[config.mk]
export PLATFORM = sky130hd
export DESIGN_NAME = asm_il_sched
export DESIGN_NICKNAME = d
export VERILOG_FILES = /design/src/rtl/asm_il_sched.sv
export SDC_FILE = /design/constraint.sdc
export NUM_CORES = 1
export LEC_CHECK = 0
export ABC_AREA = 1
export CAP_MARGIN = 20
export CORE_UTILIZATION = 37
export CTS_BUF_LIST = sky130_fd_sc_hd__clkbuf_8
export DETAILED_ROUTE_END_ITERATION = 16
export PLACE_DENSITY_LB_ADDON = 0.25
export SLEW_MARGIN = 5
export SYNTH_ARGS = -nofsm -noshare
export SYNTH_HDL_FRONTEND = slang
export SYNTH_SLANG_ARGS = --single-unit
export TNS_END_PERCENT = 20
[constraint.sdc]
create_clock -name clk -period 4.4 [get_ports clk]
set_input_delay 0.88 -clock clk [delete_from_list [all_inputs] [get_ports clk]]
set_output_delay 0.88 -clock clk [all_outputs]
set_load 0.005 [all_outputs]
[src/rtl/asm_il_sched.sv]
// Two-bank ping-pong frame scheduler for the ASM interleaver (link IDs 4-7).
// Define ASM_SCHED_TIMEOUT_EN to add the write-side idle watchdog.
module asm_il_sched #(
  parameter int ADDRESS = 16,
  parameter int LEN_W   = 13,
  parameter int TIMEOUT = 1024
) (
  input  logic               clk,
  input  logic               rst,
  input  logic               sof,
  input  logic [1:0]         link_sel,
  input  logic               din_vld,
  output logic               din_rdy,
  output logic               wen,
  output logic               wr_bank,
  output logic [ADDRESS-1:0] wr_addr,
  input  logic               request,
  output logic               rd_start,
  output logic               rd_bank,
  output logic [ADDRESS-1:0] rd_addr,
  output logic [ADDRESS-1:0] id_offset,
  output logic [LEN_W-1:0]   m_len,
  output logic               dout_vld,
  output logic               frame_done,
  output logic               err
);
  typedef enum logic {W_IDLE, W_FILL} w_state_t;
  typedef enum logic [1:0] {R_IDLE, R_ARM, R_DRAIN} r_state_t;

  w_state_t           w_state_reg, w_state_next;
  r_state_t           r_state_reg;
  logic [1:0]         full_reg, full_next;
  logic               wr_ptr_reg, wr_ptr_next;
  logic               rd_ptr_reg;
  logic               din_rdy_reg, din_rdy_next;
  logic [LEN_W-1:0]   wr_idx_reg, rd_idx_reg;
  logic [LEN_W-1:0]   desc_len_reg [2];
  logic [ADDRESS-1:0] desc_off_reg [2];
  logic [LEN_W-1:0]   lut_len;
  logic [ADDRESS-1:0] lut_off;
  logic               sof_acc, wr_last, rd_last, abort;

  logic               wen_reg, wr_bank_reg, err_reg;
  logic [ADDRESS-1:0] wr_addr_reg;
  logic               rd_start_reg, rd_bank_reg, issue_reg, dout_vld_reg, frame_done_reg;
  logic [ADDRESS-1:0] rd_addr_reg, id_offset_reg;
  logic [LEN_W-1:0]   m_len_reg;

  always_comb begin
    lut_len = LEN_W'(952);
    lut_off = ADDRESS'(0);
    case (link_sel)
      2'd0: begin lut_len = LEN_W'(952);  lut_off = ADDRESS'(0);    end
      2'd1: begin lut_len = LEN_W'(288);  lut_off = ADDRESS'(960);  end
      2'd2: begin lut_len = LEN_W'(672);  lut_off = ADDRESS'(1248); end
      default: begin lut_len = LEN_W'(1056); lut_off = ADDRESS'(1920); end
    endcase
  end

  assign sof_acc = (w_state_reg == W_IDLE) && sof && din_rdy_reg;
  assign wr_last = (w_state_reg == W_FILL) && din_vld &&
                   (wr_idx_reg == desc_len_reg[wr_ptr_reg] - LEN_W'(1));
  assign rd_last = (r_state_reg == R_DRAIN) && request &&
                   (rd_idx_reg == m_len_reg - LEN_W'(1));

`ifdef ASM_SCHED_TIMEOUT_EN
  localparam int TO_W = $clog2(TIMEOUT + 1);
  logic [TO_W-1:0] idle_cnt_reg;

  assign abort = (w_state_reg == W_FILL) && !din_vld && (idle_cnt_reg == TO_W'(TIMEOUT - 1));

  always_ff @(posedge clk) begin
    if (rst || (w_state_reg != W_FILL) || din_vld) begin
      idle_cnt_reg <= '0;
    end else begin
      idle_cnt_reg <= idle_cnt_reg + 1'b1;
    end
  end
`else
  logic unused_timeout;
  assign abort = 1'b0;
  assign unused_timeout = ^TIMEOUT;
`endif

  // Set and clear of full always hit different banks, so both apply.
  always_comb begin
    w_state_next = w_state_reg;
    case (w_state_reg)
      W_IDLE: if (sof_acc) w_state_next = W_FILL;
      W_FILL: if (wr_last || abort) w_state_next = W_IDLE;
      default: w_state_next = W_IDLE;
    endcase
    full_next = full_reg;
    if (wr_last) full_next[wr_ptr_reg] = 1'b1;
    if (rd_last) full_next[rd_ptr_reg] = 1'b0;
    wr_ptr_next  = wr_ptr_reg ^ wr_last;
    din_rdy_next = (w_state_next == W_FILL) || !full_next[wr_ptr_next];
  end

  always_ff @(posedge clk) begin
    if (rst) begin
      w_state_reg <= W_IDLE;
      full_reg    <= '0;
      wr_ptr_reg  <= 1'b0;
      din_rdy_reg <= 1'b0;
      wr_idx_reg  <= '0;
      wen_reg     <= 1'b0;
      wr_bank_reg <= 1'b0;
      wr_addr_reg <= '0;
      err_reg     <= 1'b0;
      for (int i = 0; i < 2; i++) begin
        desc_len_reg[i] <= '0;
        desc_off_reg[i] <= '0;
      end
    end else begin
      w_state_reg <= w_state_next;
      full_reg    <= full_next;
      wr_ptr_reg  <= wr_ptr_next;
      din_rdy_reg <= din_rdy_next;
      wen_reg     <= 1'b0;
      err_reg     <= abort;
      case (w_state_reg)
        W_IDLE: begin
          if (sof_acc) begin
            desc_len_reg[wr_ptr_reg] <= lut_len;
            desc_off_reg[wr_ptr_reg] <= lut_off;
            wr_idx_reg <= din_vld ? LEN_W'(1) : '0;
            if (din_vld) begin
              wen_reg     <= 1'b1;
              wr_addr_reg <= lut_off;
              wr_bank_reg <= wr_ptr_reg;
            end
          end else if (sof || din_vld) begin
            err_reg <= 1'b1;
          end
        end
        W_FILL: begin
          if (sof) err_reg <= 1'b1;
          if (din_vld) begin
            wen_reg     <= 1'b1;
            wr_addr_reg <= desc_off_reg[wr_ptr_reg] + ADDRESS'(wr_idx_reg);
            wr_bank_reg <= wr_ptr_reg;
            wr_idx_reg  <= wr_idx_reg + 1'b1;
          end
        end
        default: ;
      endcase
    end
  end

  // Read side: rd_bank/id_offset/m_len are latched at arm time so they stay
  // aligned with rd_addr even after the internal pointer flips.
  always_ff @(posedge clk) begin
    if (rst) begin
      r_state_reg    <= R_IDLE;
      rd_ptr_reg     <= 1'b0;
      rd_idx_reg     <= '0;
      rd_start_reg   <= 1'b0;
      rd_bank_reg    <= 1'b0;
      rd_addr_reg    <= '0;
      id_offset_reg  <= '0;
      m_len_reg      <= '0;
      issue_reg      <= 1'b0;
      dout_vld_reg   <= 1'b0;
      frame_done_reg <= 1'b0;
    end else begin
      rd_start_reg   <= 1'b0;
      issue_reg      <= 1'b0;
      frame_done_reg <= 1'b0;
      dout_vld_reg   <= issue_reg;
      case (r_state_reg)
        R_IDLE: begin
          if (full_reg[rd_ptr_reg]) begin
            r_state_reg   <= R_ARM;
            rd_start_reg  <= 1'b1;
            id_offset_reg <= desc_off_reg[rd_ptr_reg];
            m_len_reg     <= desc_len_reg[rd_ptr_reg];
            rd_bank_reg   <= rd_ptr_reg;
            rd_idx_reg    <= '0;
          end
        end
        R_ARM: r_state_reg <= R_DRAIN;
        R_DRAIN: begin
          if (request) begin
            issue_reg   <= 1'b1;
            rd_addr_reg <= id_offset_reg + ADDRESS'(rd_idx_reg);
            rd_idx_reg  <= rd_idx_reg + 1'b1;
            if (rd_last) begin
              frame_done_reg <= 1'b1;
              rd_ptr_reg     <= ~rd_ptr_reg;
              r_state_reg    <= R_IDLE;
            end
          end
        end
        default: r_state_reg <= R_IDLE;
      endcase
    end
  end

  assign din_rdy    = din_rdy_reg;
  assign wen        = wen_reg;
  assign wr_bank    = wr_bank_reg;
  assign wr_addr    = wr_addr_reg;
  assign err        = err_reg;
  assign rd_start   = rd_start_reg;
  assign rd_bank    = rd_bank_reg;
  assign rd_addr    = rd_addr_reg;
  assign id_offset  = id_offset_reg;
  assign m_len      = m_len_reg;
  assign dout_vld   = dout_vld_reg;
  assign frame_done = frame_done_reg;
endmodule
# Yosys cells after proc, flatten, opt, wreduce, memory -nomap -nowiden
# Memories as Yosys holds them, arrays and structs flattened. A register that Yosys moved wholly into a read port is not among the register bits.
# Cells that the tools add are included.
# totals
reg_bits,103
ram_bits,44
input_bits,7
output_inout_bits,69
elab_cells,136
memories,2
# memory_table
memory,words,width,rd,rd_ports_with_merged_regs,write_ports,line_no,text
desc_len_reg,2,11,2,2,2,37,logic [LEN_W-1:0] desc_len_reg [2];
desc_off_reg,2,11,2,2,2,38,logic [ADDRESS-1:0] desc_off_reg [2];
# classes
add_sub_neg,6
order_cmp,5
n_eq_ne,12
muxes,56
bitwise,9
n_reduce_logical,26
# op_table
cell,count
11-bit case mux with 3 select lines,2
13-bit 2-to-1 mux,4
13-bit case mux with 2 select lines,2
16-bit 2-to-1 mux,3
16-bit by 13-bit adder with 16-bit output,2
16-bit case mux with 2 select lines,1
1-bit 2-to-1 mux,30
"13-bit by 1-bit adder with 13-bit output, second input constant",2
13-bit == test,2
"13-bit by 1-bit subtractor with 13-bit output, second input constant",2
11-bit 2-to-1 mux,2
11-bit OR reduction,2
"2-bit inequality test, second input constant",6
3-bit AND reduction,4
2-bit 2-to-1 mux,5
1-bit logical AND,8
1-bit case mux with 2 select lines,4
"1-bit by 2-bit less-than comparator with 1-bit output, second input constant",3
2-bit case mux with 3 select lines,1
2-bit AND reduction,3
1-bit inverter,5
"2-bit by 1-bit == test with 1-bit output, second input constant",2
"2-bit == test, second input constant",2
2-bit logical NOT,2
11 further kinds,15

# Logic depth before layout (Yosys ltp)
# Gate-level depths: netlist (run 1).
# logic_depth
ltp_word,12
ltp_mapped,20
depth_no_buf,18

# Least setup slack after synthesis (run 1)
# No wires, ideal clock.
# synth_path
path_kind,register -> register
from,"register, netlist name wr_ptr_reg"
to,register wr_addr_reg[12] (netlist: wr_addr[12])
setup_ps,110
arrival_time_ps,2244
required_ps,4290
path_slack_ps,2046
stages_incl_launch_ff,20
period_less_slack_ps,2354
path_cell_list,dfxtp_1 buf_6 inv_6 buf_8 or2_2 o21ai_0 inv_1 ha_1 nand3_1 nand2_1 nand2_1 nand2_1 a21oi_1 or2_2 nand2_1 nand2_1 nand2_1 nand3_1 nand2_1 inv_1
# synth_lines
element,line_no,text
end signal: assignment,130,wr_addr_reg <= lut_off;
end signal: assignment,141,wr_addr_reg <= desc_off_reg[wr_ptr_reg] + ADDRESS'(wr_idx_reg);
end: declaration,44,logic [ADDRESS-1:0] wr_addr_reg;

# Worst setup path after layout (run 1)
# layout_path
from,register wr_ptr_reg
to,register din_rdy_reg (netlist: din_rdy)
# layout_between
elab_chain_len,12
elab_cells_between_ends,14
classes_between,2 x order compare; 6 x mux; 3 x bitwise; 3 x reduce/logical
# layout_lines
element,line_no,text
start: declaration,33,"logic wr_ptr_reg, wr_ptr_next;"
start signal: assignment,118,wr_ptr_reg <= wr_ptr_next;
1-bit by 2-bit less-than comparator with 1-bit output (implied by the code) / 1-bit greater-or-equal comparator (equally long branches),94,if (wr_last) full_next[wr_ptr_reg] = 1'b1;
1-bit logical AND (implied by the code),94,
1-bit 2-to-1 mux (implied by the code),94,
1-bit demux with 1-bit select,94,
2-bit bitwise OR (no source line),-,
2-bit 2-to-1 mux,94,
2-bit AND (no source line),-,
2-bit 2-to-1 mux,95,if (rd_last) full_next[rd_ptr_reg] = 1'b0;
1-bit 2-to-1 mux (implied by the code) (*) (2 in series),97,din_rdy_next = (w_state_next == W_FILL) || !full_next[wr_ptr_next];
1-bit logical NOT (*),97,
1-bit logical OR (*),97,
end signal: assignment,119,din_rdy_reg <= din_rdy_next;
end: declaration,35,"logic din_rdy_reg, din_rdy_next;"
# Mark *: on every way between the ends. The rest lies on a longest branch, timed or not. The select of a mux whose other input is x is not followed.
# A chain may end at the register's enable or synchronous reset.

==> results of run 1 <==
[metrics by stage]
step / hold slack (ps) / utilization (%)
4_1_cts: 415 / 43.9
5_1_grt: 435 / 43.9
6_report: 409 / 43.9
3_5_place_dp: 402 / 42.7
3_3_place_gp: 403 / 42.7
2_1_floorplan: 388 / -
[power by group through the flow]
| stage | clock, mW | combinational, mW | sequential (mW) |
|---|---|---|---|
| global placement | 0 | 0.161 | 0.987 |
| floorplan | 0 | 0.125 | 0.980 |
| global route | 0.606 | 0.185 | 0.969 |
| finish | 0.553 | 0.165 | 0.966 |
| CTS | 0.568 | 0.165 | 0.966 |
| detailed placement | 0 | 0.164 | 0.987 |
[logic make-up (layout without fill, tap and decap cells)]
family | count (synthesis) | in the layout | synth area share [%]
xor+xnor | 6 | 6 | 0.968
simple gates | 320 | 320 | 27.1
buf+inv | 124 | 156 | 11.2
fa+ha+maj | 26 | 26 | 6.27
mux | 4 | 4 | 0.737
flops | 100 | 100 | 40.2
compound gates | 135 | 135 | 13.5
other cells | 1 | 20 | 0.0690
[final cells by class]
class                      instances  area share, %
multi-input combinational        511           43.8
sequential                       100           35.2
timing repair buffer              58           9.25
inverter                          82           5.23
tap                              180           3.64
clock buffer                       9           2.00
clock inverter                     7          0.869
[layout by cell type (no fill, tap or decap), drive strengths merged, types with 2 or more instances in the layout]
| master | synthesis | routed |
|---|---|---|
| nand2 | 169 | 169 |
| nor2 | 83 | 83 |
| dfxtp | 82 | 82 |
| inv | 77 | 82 |
| a21oi | 61 | 61 |
| clkdlybuf4s50 | 0 | 55 |
| o21ai | 54 | 54 |
| nand3 | 45 | 45 |
| ha | 24 | 24 |
| conb | 1 | 20 |
| edfxtp | 18 | 18 |
| nor3 | 10 | 10 |
| clkbuf | 10 | 9 |
| clkinv | 5 | 6 |
| or2 | 5 | 5 |
| nand4 | 5 | 5 |
| a31oi | 4 | 4 |
| mux2i | 4 | 4 |
| o22ai | 4 | 4 |
| xor2 | 4 | 4 |
| o21bai | 4 | 4 |
| o211ai | 3 | 3 |
| buf | 32 | 3 |
| a211oi | 2 | 2 |
| xnor2 | 2 | 2 |
| fa | 2 | 2 |
[final timing paths]
kind                                       startpoint             endpoint  slack (ps)  depth (start not counted)
worst min register to register   issue_reg$_SDFF_PP0_  dout_vld$_SDFF_PP0_         410                          2
worst max register to register  wr_ptr_reg$_SDFF_PP0_   din_rdy$_SDFF_PP0_        1630                         16
worst min-delay path             issue_reg$_SDFF_PP0_  dout_vld$_SDFF_PP0_         410                          2
worst max-delay path            wr_ptr_reg$_SDFF_PP0_   din_rdy$_SDFF_PP0_        1630                         16
[routing by layer]
layer | vias to the layer above | global-route usage (%) | part of all wire [%]
met1 | 2211 | 23.0 | 45
met5 | - | 0 | 0
met2 | 115 | 33.0 | 49
met3 | 18 | 3.41 | 4.1
met4 | 0 | 7.08 | 1.7
li1 | 2392 | - | -
[worst max-delay path: cells and delay by family (launching register included)]
kind | cells | cell delay (ps)
flops | 1 | 320
buf+inv | 2 | 390
simple gates | 12 | 1250
fa+ha+maj | 2 | 690
==> impl_metrics.toml, run 1 <==
[hold_path]
hold_class = "flip-flop to flip-flop"

[logic_synthesis]
synth.ff_latch_count = 100
syn_area_mm2 = 0.00543
yosysTopAreaCell = "dfxtp_1"
synthMostInstantiatedCell = "nand2_1"
synth_warnings = 0
postSynthCellCount = 716
syn_avg_cell_area_um2 = 7.59
ys_types = 49
yosysTopAreaCellShare_pct = 30.2
ys_async_sr_fraction_pct = 0
synth_flop_cell = "dfxtp_1"
synth_edf_count = 18
synth_common_cells = "nand2_1 (148), dfxtp_1 (82), inv_1 (73)"
synthTopCellsByArea = "dfxtp_1 (30%), nand2_1 (10%), edfxtp_1 (10%)"
ys_seq_area_share_pct = 40.2

[placement]
dp_cells = 931
dp_hpwl_um = 10600
gp_congestion = 0.881
dp_slack_ps = 1370
io_buffers = 55
dpl_cell_area_mm2 = 0.00602

[detailed_routing]
ant_nets = 0
firstDrtPassIters = 5
dr.first_iter.drc_count = 236
num_vias = 4736
drcViolationCount = 0
drt-total-wl_um = 13500
viasPerCell = 5.00
routedWlPerCell_um = 14.3

[setup_path]
critPathMaxFanout = 18
worst_ep_arrival_time_ps = 3020
cp_common_cell = "nand2_1"
worstSetupStartpointType = "flip-flop"
crit_type = "flip-flop to flip-flop"
crit_path_end_kind = "flip-flop"
slowest_stage = "ha_1"
cp_cell_sequence = "buf_4 > inv_6 > nand2_1 > nand2_1 > ha_1 > ha_1 > or2_2 > nand4_1 > nor2_1 > nand3_1 > nor2_2 > nand3_2 > nand2_1 > nand2_1 > nand2_1 > nand3_1"
worst-endpoint-required_ps = 4660
max_stage_delay_ps = 350

[clock_network]
postCtsHoldBufs = 0
clkLatencyLatePin_ps = 370
cts_sinks = 100
cts_tree = "done"
cts_buffer_depth = 2
cts_resized = 0
ctsRootBufferMaster = "clkbuf_8"
numCtsBuffers = 9
clk_pin_slew_ps = 90
post_cts_buffers = 0
htreeDepth = 3

[power]
finalPower_mw = 1.68
seqPwrFrac_pct = 57.4
power_frac_clock_pct = 32.8
switchingPower_mw = 0.423
combinationalPowerShare_pct = 9.8
p_per_area_mw_per_mm2 = 272
p_leak_nw = 2.56
ir_drop_uv = 163
internal_power_mw = 1.26
switching_share_pct = 25.1

[global_route]
grt_pass1_wl_um = 21700
track_usage_pct = 18.9
grt_max_degree = 32
grt_remaining_overflow = 0
antenna_found_initial = 0
grt_pass1_vias = 4447

[layout]
antenna_cells = 0
finalNetCount = 795
regArea_mm2 = 0.00218
multi_input_area_mm2 = 0.00271
stdcell_area_mm2 = 0.00619
area_delta_synth_final_pct = 14.0
fillers = 1446
stdcell_count = 947
drive_above_1_share_pct = 9.65

[floorplanning]
pin_count = 76
die_h_um = 123
die_w_um = 123
die_area_mm2 = 0.0152
rows = 43
core-area_mm2 = 0.0141
initial_utilization_pct = 38.5

[timing]
fin_ws_ps = 1630
fin_crit_ps = 2770
finalHoldViolations = 0
skew_ps = 10.9
maxSlewViolCount = 0
maxSlewHeadroom_pct = 35.7
worst_pin_slew_ps = 961
finalSetupViolCount = 0
fin_crit_sh_pct = 62.9
rsz0062_at_grt = "no"
tns_ps = 0
max_freq_mhz = 361

[job]
drv_cap = 0

[outcome]
outcome = "finished clean"
No activity file was read; power rests on OpenSTA's default activity.
==> inputs of run 2 (changes only) <==
- clock period: 4.4 -> 2.71 ns (I/O delays scaled with it)
==> run 2 against run 1 <==
Against the previous run: power rose by 61%; highest routed layer unchanged; critical path depth fell by 1; via count fell by 1.2%; utilization rose by 0.53 points; cell area rose by 1.2%; non-clock buffer count rose by 10; worst setup slack got worse by 1400 ps; fmax rose by 13%; sequential cell count did not move; sequential share of layout area fell by 0.42 points; clock-buffer cell count rose by 1; critical path type unchanged; clock power rose by 58%.
==> impl_metrics.toml, run 2 (synthesis results as in run 1) <==
[timing]
skew_ps = 13.8
fin_hold_ws_ps = 411
tns_ps = 0
fin_crit_sh_pct = 90.1
rsz0062_at_grt = "no"
maxSlewHeadroom_pct = 39.2
worst_pin_slew_ps = 909
finalSetupViolCount = 0
finalHoldViolations = 0
max_freq_mhz = 409
fin_crit_ps = 2440
maxSlewViolCount = 0

[floorplanning]
rows = 43
die_area_mm2 = 0.0152
core-area_mm2 = 0.0141
pin_count = 76
die_w_um = 123
die_h_um = 123
initial_utilization_pct = 38.5

[hold_path]
hold_end = "dout_vld$_SDFF_PP0_"
min_delay_path_depth = 2
min_from = "issue_reg$_SDFF_PP0_"
hold_class = "flip-flop to flip-flop"

[global_route]
track_usage_pct = 19.1
antenna_found_initial = 0
grt_pass1_wl_um = 22100
grt_max_degree = 21
grt_pass1_vias = 4658
grt_remaining_overflow = 0

[layout]
drive_above_1_share_pct = 11.3
antenna_cells = 0
stdcell_count = 957
finalNetCount = 805
mostFrequentLayoutCells = "nand2_1 (148), dfxtp_1 (82), inv_1 (74), nor2_1 (70), a21oi_1 (60)"
final_common_cell = "nand2_1"
final_util_pct = 44.5
area_delta_synth_final_pct = 15.4

[placement]
io_buffers = 55
dp_cells = 941
dp_hpwl_um = 10400
gp_congestion = 0.937

[setup_path]
crit_type = "flip-flop to flip-flop"
critPathMaxFanout = 17
r2r_slack_ps = 270
rr_startpoint = "wr_ptr_reg$_SDFF_PP0_"
crit_path_end_kind = "flip-flop"
worst-endpoint-required_ps = 3000
worstSetupStartpointType = "flip-flop"
worst_ep_arrival_time_ps = 2730
rr_worst_depth = 15
r2r_end = "din_rdy$_SDFF_PP0_"

[detailed_routing]
firstDrtPassIters = 5
ant_nets = 0
dr.first_iter.drc_count = 259
viasPerCell = 4.89
routedWlPerCell_um = 13.8
drt-total-wl_um = 13200
drcViolationCount = 0
num_vias = 4677

[clock_network]
clkLatencyLatePin_ps = 390
cts_resized = 0
post_cts_buffers = 0
cts_tree = "done"
postCtsHoldBufs = 0
cts_sinks = 100
clk_pin_slew_ps = 100
htreeDepth = 3
numCtsBuffers = 9
ctsRootBufferMaster = "clkbuf_8"
cts_buffer_depth = 2

[outcome]
outcome = "finished clean"

[power]
p_leak_nw = 2.60
p_per_area_mw_per_mm2 = 434
finalPower_mw = 2.72
ir_drop_uv = 274

[job]
drv_cap = 0
run 2: area by class of cell:
cell class                      count  area (um2)
Fill cell                        1420        7830
Multi-Input combinational cell    511        2710
Sequential cell                   100        2180
Timing Repair Buffer               68         648
Inverter                           82         324
Tap cell                          180         225
Clock buffer                       10         138
Clock inverter                      6        40.0
run 2: worst max-delay path by stage:
| stage | from | endpoint | slack [ps] | cells after the start |
|---|---|---|---|---|
| CTS | wr_ptr_reg$_SDFF_PP0_ | din_rdy$_SDFF_PP0_ | 260 | 15 |
| global route | wr_ptr_reg$_SDFF_PP0_ | wr_addr[11]$_SDFFE_PP0P_ | 6 | 14 |
| finish | wr_ptr_reg$_SDFF_PP0_ | din_rdy$_SDFF_PP0_ | 270 | 15 |
| floorplan | wr_ptr_reg$_SDFF_PP0_ | wr_addr[12]$_SDFFE_PP0P_ | 360 | 19 |
| global placement | din_vld | din_rdy$_SDFF_PP0_ | 300 | 14 |
| detailed placement | din_vld | din_rdy$_SDFF_PP0_ | 270 | 14 |
run 2: critical path, stage by stage, from the launching register on:
cell	delay [ps]
dfxtp_1	410
buf_4	270
nand2_1	100
nand2_1	130
ha_1	190
ha_1	250
nand2_1	80
nand4_1	110
nor2_1	200
nand3_1	110
nor2_2	120
nand3_2	100
nand2_1	70
nand2_1	60
nand2_1	70
nand3_1	60
run 2: per-layer routing:
| layer | routed length (um) | vias to the layer above | part of all wire, % | GRT usage (%) |
|---|---|---|---|---|
| met4 | 293 | 0 | 2.2 | 7.30 |
| li1 | - | 2404 | - | - |
| met2 | 6570 | 91 | 50 | 33.8 |
| met3 | 532 | 18 | 4.0 | 3.60 |
| met1 | 5790 | 2164 | 44 | 22.7 |
| met5 | 0 | - | 0 | 0 |
run 2: power by group:
group / total (mW) / internal, mW / switching, mW
registers: 1.57 / 1.54 / 0.0248
clock network: 0.875 / 0.359 / 0.517
logic: 0.276 / 0.103 / 0.174
total: 2.72 / 2.00 / 0.715
run 2: through the flow:
| step | setup slack [ps] | instance area, um2 |
|---|---|---|
| 2_1_floorplan | 356 | 5500 |
| 3_5_place_dp | 271 | 6090 |
| 5_1_grt | 6.34 | 6270 |
| 6_report | 268 | 6270 |
| 3_3_place_gp | 305 | 6090 |
| 4_1_cts | 264 | 6270 |
